$ cat src/rtl/seq_pattern_ctrl.sv
`default_nettype none
// +------------------------------------------------------------------------+
// | seq_pattern_ctrl: programmable table-driven pattern count sequencer    |
// | Optional descending playback (dir_i) enabled by SEQ_CTRL_DIR_EN.        |
// | Revision: 1.0                                                           |
// +------------------------------------------------------------------------+
module seq_pattern_ctrl #(
    parameter int WIDTH = 3,
    parameter int DEPTH = 4,
    parameter int AW    = 2,
    parameter int LW    = 8
) (
    input  logic             clk,
    input  logic             rst_n,
`ifdef SEQ_CTRL_DIR_EN
    input  logic             dir_i,
`endif
    input  logic             cfg_we_i,
    input  logic [AW-1:0]    cfg_addr_i,
    input  logic [WIDTH-1:0] cfg_data_i,
    input  logic [AW-1:0]    cfg_last_i,
    input  logic [LW-1:0]    loops_i,
    input  logic             start_i,
    input  logic             pause_i,
    input  logic             stop_i,
    output logic [WIDTH-1:0] count_o,
    output logic             count_vld_o,
    output logic             wrap_o,
    output logic             done_o,
    output logic             busy_o
);

    typedef enum logic [1:0] {
        S_IDLE  = 2'd0,
        S_RUN   = 2'd1,
        S_PAUSE = 2'd2,
        S_DONE  = 2'd3
    } state_t;

    state_t           state_q, state_d;
    logic [AW-1:0]    idx_q, idx_d;
    logic [LW-1:0]    pass_q, pass_d;
    logic [AW-1:0]    last_q, last_d;
    logic [LW-1:0]    loops_q, loops_d;
    logic             fin_q, fin_d;
    logic [WIDTH-1:0] count_q, count_d;
    logic             vld_q, vld_d;
    logic             wrap_q, wrap_d;
    logic             done_q, done_d;
    logic [WIDTH-1:0] table_q [DEPTH];

    logic             w_idle;
    logic             w_busy;
    logic             w_we;
    logic             w_dir;
    logic [AW-1:0]    w_last;
    logic [LW-1:0]    w_loops;
    logic [LW-1:0]    w_pass;
    logic [AW-1:0]    w_first;
    logic [AW-1:0]    w_entry;
    logic             w_at_end;
    logic             w_adv;

    function automatic logic [WIDTH-1:0] f_default(input int i);
        case (i)
            1:       return WIDTH'(2);
            2:       return WIDTH'(5);
            3:       return WIDTH'(7);
            default: return '0;
        endcase
    endfunction

    assign w_idle = (state_q == S_IDLE);
    assign w_busy = (state_q == S_RUN) || (state_q == S_PAUSE);
    assign w_we   = cfg_we_i && !w_busy;

`ifdef SEQ_CTRL_DIR_EN
    logic dir_q;

    always_ff @(posedge clk or negedge rst_n) begin
        if (!rst_n) begin
            dir_q <= 1'b0;
        end else if (w_idle && start_i && !stop_i) begin
            dir_q <= dir_i;
        end
    end

    assign w_dir = w_idle ? dir_i : dir_q;
`else
    assign w_dir = 1'b0;
`endif

    // In IDLE the run parameters are taken straight from the inputs so the
    // start edge can already present the first entry.
    assign w_last   = w_idle ? cfg_last_i : last_q;
    assign w_loops  = w_idle ? loops_i    : loops_q;
    assign w_pass   = w_idle ? '0         : pass_q;
    assign w_first  = w_dir  ? w_last     : '0;
    assign w_entry  = w_idle ? w_first    : idx_q;
    assign w_at_end = w_dir  ? (w_entry == '0) : (w_entry == w_last);

    always_comb begin
        state_d = state_q;
        idx_d   = idx_q;
        pass_d  = pass_q;
        last_d  = last_q;
        loops_d = loops_q;
        fin_d   = fin_q;
        count_d = count_q;
        vld_d   = 1'b0;
        wrap_d  = 1'b0;
        done_d  = 1'b0;
        w_adv   = 1'b0;

        case (state_q)
            S_IDLE: begin
                count_d = '0;
                if (start_i && !stop_i) begin
                    state_d = S_RUN;
                    last_d  = cfg_last_i;
                    loops_d = loops_i;
                    pass_d  = '0;
                    fin_d   = 1'b0;
                    w_adv   = 1'b1;
                end
            end
            S_RUN, S_PAUSE: begin
                if (stop_i) begin
                    state_d = S_IDLE;
                    count_d = '0;
                    fin_d   = 1'b0;
                end else if (pause_i) begin
                    state_d = S_PAUSE;
                end else if (fin_q) begin
                    // Final entry was already presented; close the run.
                    state_d = S_DONE;
                    count_d = '0;
                    done_d  = 1'b1;
                    fin_d   = 1'b0;
                end else begin
                    state_d = S_RUN;
                    w_adv   = 1'b1;
                end
            end
            S_DONE: begin
                state_d = S_IDLE;
                count_d = '0;
            end
            default: begin
                state_d = S_IDLE;
                count_d = '0;
            end
        endcase

        if (w_adv) begin
            count_d = table_q[w_entry];
            vld_d   = 1'b1;
            wrap_d  = w_at_end;
            if (w_at_end) begin
                idx_d = w_first;
                if ((w_loops != '0) && (w_pass == w_loops - LW'(1))) begin
                    fin_d = 1'b1;
                end else if ((w_loops != '0) || !(&w_pass)) begin
                    pass_d = w_pass + LW'(1);
                end
            end else begin
                idx_d = w_dir ? (w_entry - AW'(1)) : (w_entry + AW'(1));
            end
        end
    end

    always_ff @(posedge clk or negedge rst_n) begin
        if (!rst_n) begin
            state_q <= S_IDLE;
            idx_q   <= '0;
            pass_q  <= '0;
            last_q  <= '0;
            loops_q <= '0;
            fin_q   <= 1'b0;
            count_q <= '0;
            vld_q   <= 1'b0;
            wrap_q  <= 1'b0;
            done_q  <= 1'b0;
        end else begin
            state_q <= state_d;
            idx_q   <= idx_d;
            pass_q  <= pass_d;
            last_q  <= last_d;
            loops_q <= loops_d;
            fin_q   <= fin_d;
            count_q <= count_d;
            vld_q   <= vld_d;
            wrap_q  <= wrap_d;
            done_q  <= done_d;
        end
    end

    always_ff @(posedge clk or negedge rst_n) begin
        if (!rst_n) begin
            for (int i = 0; i < DEPTH; i++) begin
                table_q[i] <= f_default(i);
            end
        end else if (w_we) begin
            table_q[cfg_addr_i] <= cfg_data_i;
        end
    end

    assign count_o     = count_q;
    assign count_vld_o = vld_q;
    assign wrap_o      = wrap_q;
    assign done_o      = done_q;
    assign busy_o      = w_busy;

endmodule
`default_nettype wire

$ cat config.mk
export PLATFORM = sky130hd
export DESIGN_NAME = seq_pattern_ctrl
export DESIGN_NICKNAME = d
export VERILOG_FILES = /design/src/rtl/seq_pattern_ctrl.sv
export SDC_FILE = /design/constraint.sdc
export NUM_CORES = 1
export LEC_CHECK = 0
export CAP_MARGIN = 15
export CORE_UTILIZATION = 45
export CTS_CLUSTER_DIAMETER = 30
export DETAILED_ROUTE_END_ITERATION = 7
export PLACE_DENSITY = 0.64
export SYNTH_ARGS = -nofsm -noshare
export SYNTH_HDL_FRONTEND = slang
export SYNTH_SLANG_ARGS = --single-unit
$ cat constraint.sdc
create_clock -name clk -period 4.9 [get_ports clk]
set_input_delay 0.49 -clock clk [delete_from_list [all_inputs] [get_ports clk]]
set_output_delay 0.49 -clock clk [all_outputs]
set_load 0.01 [all_outputs]
==> results.py <==
metrics = {
    "status": {
        "status": "completed",
    },
    "clock_tree": {
        "clock-sinks": 41,
        "clk_path_buf_depth": 2,
        "clk_latency_ns": 0.30,
        "ctsHoldBuffers": 0,
        "numCtsBuffers": 5,
        "cts_tree": "done",
        "htree_levels": 2,
        "cts.clk_slew.worst_paths_ns": 0.08,
        "post_cts_buffers": 0,
        "cts_resized": 0,
        "cts-root-buf": "clkbuf_8",
    },
    "critical_path": {
        "cp.required_ns": 5.08,
        "critPathTopFamily": "simple AND/OR/NAND/NOR gates",
        "crit_fanout": 20,
        "path_class": "reg2reg",
        "crit_buf_inv": 1,
        "cp-start-kind": "flip-flop",
        "critPathMaxStageDelay_ns": 0.64,
        "end_kind": "flip-flop",
        "path_common_cell": "ha_1",
        "crit_path_cell_trace": "inv_1, ha_1, mux2i_1, ha_1, nor3b_1, a21oi_1, or3b_4, o31ai_4, nor4b_1, or3b_1",
        "cp.arrival_ns": 3.59,
        "critPathSlowestCell": "ha_1",
    },
    "timing": {
        "worstMarginPinSlew_ns": 0.906,
        "setup_viol": 0,
        "whs_ns": 0.319,
        "post-route-min-period_ns": 3.42,
        "finalHoldViolCount": 0,
        "worst_slack_ns": 1.48,
        "skew_ns": 0.00884,
        "fmax_mhz": 293,
        "maxSlewViolCount": 0,
        "tns_ns": 0,
        "fin_crit_sh": 0.697,
        "rsz0062_at_grt": "no",
        "relSlewSlack": 0.396,
    },
    "logic_synthesis": {
        "synth-edff-count": 0,
        "ys_types": 53,
        "syn_area_mm2": 0.00250,
        "syn_nets": 275,
        "synthArstFlopShare": 1.00,
        "syn_inst": 249,
        "ys_warn_count": 0,
        "avgSynthCellArea_um2": 10.0,
        "ys.flop_type": "dfrtp_1",
        "ys_ff_latch": 41,
        "yosysSeqAreaShare": 0.414,
    },
    "global_routing": {
        "grt_usage": 0.191,
        "grt_pass1_vias": 1801,
        "antenna_found_initial": 0,
        "grt_pass1_wl_mm": 8.94,
        "gr-total-overflow": 0,
        "grt_max_degree": 42,
    },
    "routing": {
        "detail-route-antenna-nets": 0,
        "drcViolationCount": 0,
        "avgViaCountPerCell": 5.41,
        "drt-pass1-iter-count": 4,
        "vias": 1867,
        "routedWlPerCell_um": 14.6,
        "routed_wl_mm": 5.05,
        "drt_iter0_drc": 138,
    },
    "floorplanning": {
        "die_h_um": 76.5,
        "std_cell_rows": 26,
        "die_w_um": 76.5,
        "ios": 28,
        "design.die.area_mm2": 0.00585,
        "initial_core_util": 0.477,
        "core_area_mm2": 0.00524,
    },
    "pwr": {
        "total_power_mw": 1.77,
        "p_leak_nw": 1.19,
        "p_per_area_mw_per_mm2": 603,
        "ir_drop_mv": 0.253,
    },
    "cells_and_area": {
        "nNetsFinal": 300,
        "insertedDiodeCount": 0,
        "final_layout_size_suffix_gt1_frac": 0.175,
        "finalNonFillerCells": 345,
        "syn2layout_area_growth_pct": 17.6,
    },
    "place": {
        "gp_congestion": 0.759,
        "io_buffers": 27,
        "preCtsSetupSlack_ns": 1.51,
        "post-place-cells": 337,
        "dp.final_hpwl_mm": 3.64,
    },
    "flow_run": {
        "maxCapViolations": 0,
    },
    "hold_path": {
        "hp-class": "in2async",
    },
}
==> stage by stage <==
stage               utilization  area, um^2
finish                    0.561        2940
global route              0.561        2940
CTS                       0.561        2940
detailed placement        0.534        2800
global placement          0.534        2800
floorplan                     -        2500
==> worst reg2reg max path, cell delays in order (launching register included) <==
cell and delay [ns]:
dfrtp_1 0.40, inv_1 0.06, ha_1 0.64, mux2i_1 0.35, ha_1 0.28, nor3b_1 0.20
a21oi_1 0.06, or3b_4 0.41, o31ai_4 0.41, nor4b_1 0.10, or3b_1 0.38
==> cell families (layout without fill, tap and decap cells) <==
group                    Yosys count  in the layout  synth area share
XOR/XNOR                          15             15            0.0526
adder cells (fa/ha/maj)            5              5            0.0251
buffers and inverters             24             50            0.0446
AND/OR/NAND/NOR                   85             85             0.200
flip-flops                        41             41             0.414
multiplexers                      29             29             0.127
AO/OA/AOI/OAI                     50             50             0.137
==> cell usage in the layout, fill, tap and decap left out, types with 6 or more instances in the layout <==
| cell type | count |
|---|---|
| nor2_1 | 20 |
| dfstp_2 | 6 |
| nand2b_1 | 6 |
| dfrtp_1 | 35 |
| inv_1 | 14 |
| nand3_1 | 9 |
| xor2_1 | 6 |
| mux2i_1 | 7 |
| o21ai_0 | 15 |
| mux2_2 | 22 |
| xnor2_1 | 9 |
| a21oi_1 | 10 |
| clkdlybuf4s50_1 | 26 |
| nand2_1 | 15 |
==> per-layer routing <==
layer,share of wire,GRT usage,vias to the layer above
li1,-,-,943
met1,0.52,0.282,881
met2,0.43,0.271,34
met3,0.035,0.0419,9
met4,0.013,0.0692,0
met5,0,0,-
==> state kept, by name, summed over array words and instances, names as in the netlist <==
signal and flops:
wrap_o 1, last_q 2, count_vld_o 1, loops_q 8
fin_q 1, state_q 2, count_o 3, done_o 1
pass_q 8, idx_q 2, table_q 12
==> synth_stat cells (2+ instances only) <==
library cell | number | area [um^2]
nand3_1 | 9 | 45.0
buf_2 | 2 | 10.0
nor3_1 | 5 | 25.0
nor4b_1 | 3 | 26.3
xnor2_1 | 9 | 78.8
o21a_1 | 2 | 15.0
inv_1 | 14 | 52.6
xor2_1 | 6 | 52.6
mux2_2 | 22 | 248
a31oi_1 | 2 | 12.5
ha_1 | 5 | 62.6
dfstp_2 | 6 | 158
o32ai_1 | 3 | 26.3
nor2_1 | 20 | 75.1
or4_1 | 2 | 15.0
o31ai_1 | 3 | 22.5
nor4_1 | 2 | 12.5
a211o_1 | 2 | 17.5
dfrtp_1 | 35 | 876
nand4_1 | 2 | 12.5
or3b_2 | 2 | 17.5
nand2b_1 | 6 | 37.5
buf_6 | 2 | 22.5
nor4bb_1 | 2 | 20.0
and2_1 | 2 | 12.5
o211ai_1 | 2 | 15.0
nor3b_1 | 2 | 15.0
o21ai_0 | 15 | 75.1
nor2b_1 | 4 | 25.0
nand2_1 | 15 | 56.3
clkbuf_1 | 3 | 11.3
a21oi_1 | 10 | 50.1
buf_1 | 2 | 7.51
mux2i_1 | 7 | 70.1
o22ai_1 | 3 | 18.8
==> where the power goes <==
group          switching (mW)  internal [mW]  total (mW)  leakage [nW]
clock network           0.127          0.205       0.332        0.0687
registers               0.137          0.494       0.630         0.509
logic                   0.411          0.398       0.810         0.610
total                   0.675           1.10        1.77          1.19
==> layout make-up <==
| cell class | count | area, um^2 |
|---|---|---|
| Sequential cell | 41 | 1030 |
| Inverter | 14 | 52.6 |
| Clock inverter | 3 | 68.8 |
| Multi-Input combinational cell | 184 | 1350 |
| Tap cell | 70 | 87.6 |
| Fill cell | 467 | 2300 |
| Timing Repair Buffer | 28 | 273 |
| Clock buffer | 5 | 68.8 |
==> worst paths after layout <==
path / startpoint / end / slack (ns) / cells after the start
max: state_q[0] / pass_q[5] / 1.48 / 10
min: rst_n / done_o / 0.32 / 1
max reg2reg: state_q[0] / pass_q[5] / 1.48 / 10
min reg2reg: table_q[11] / table_q[11] / 0.52 / 1
max in group asynchronous: rst_n / loops_q[1] / 4.02 / 1
min in group clk: table_q[11] / table_q[11] / 0.52 / 1
(Power assumes the default switching activity.)
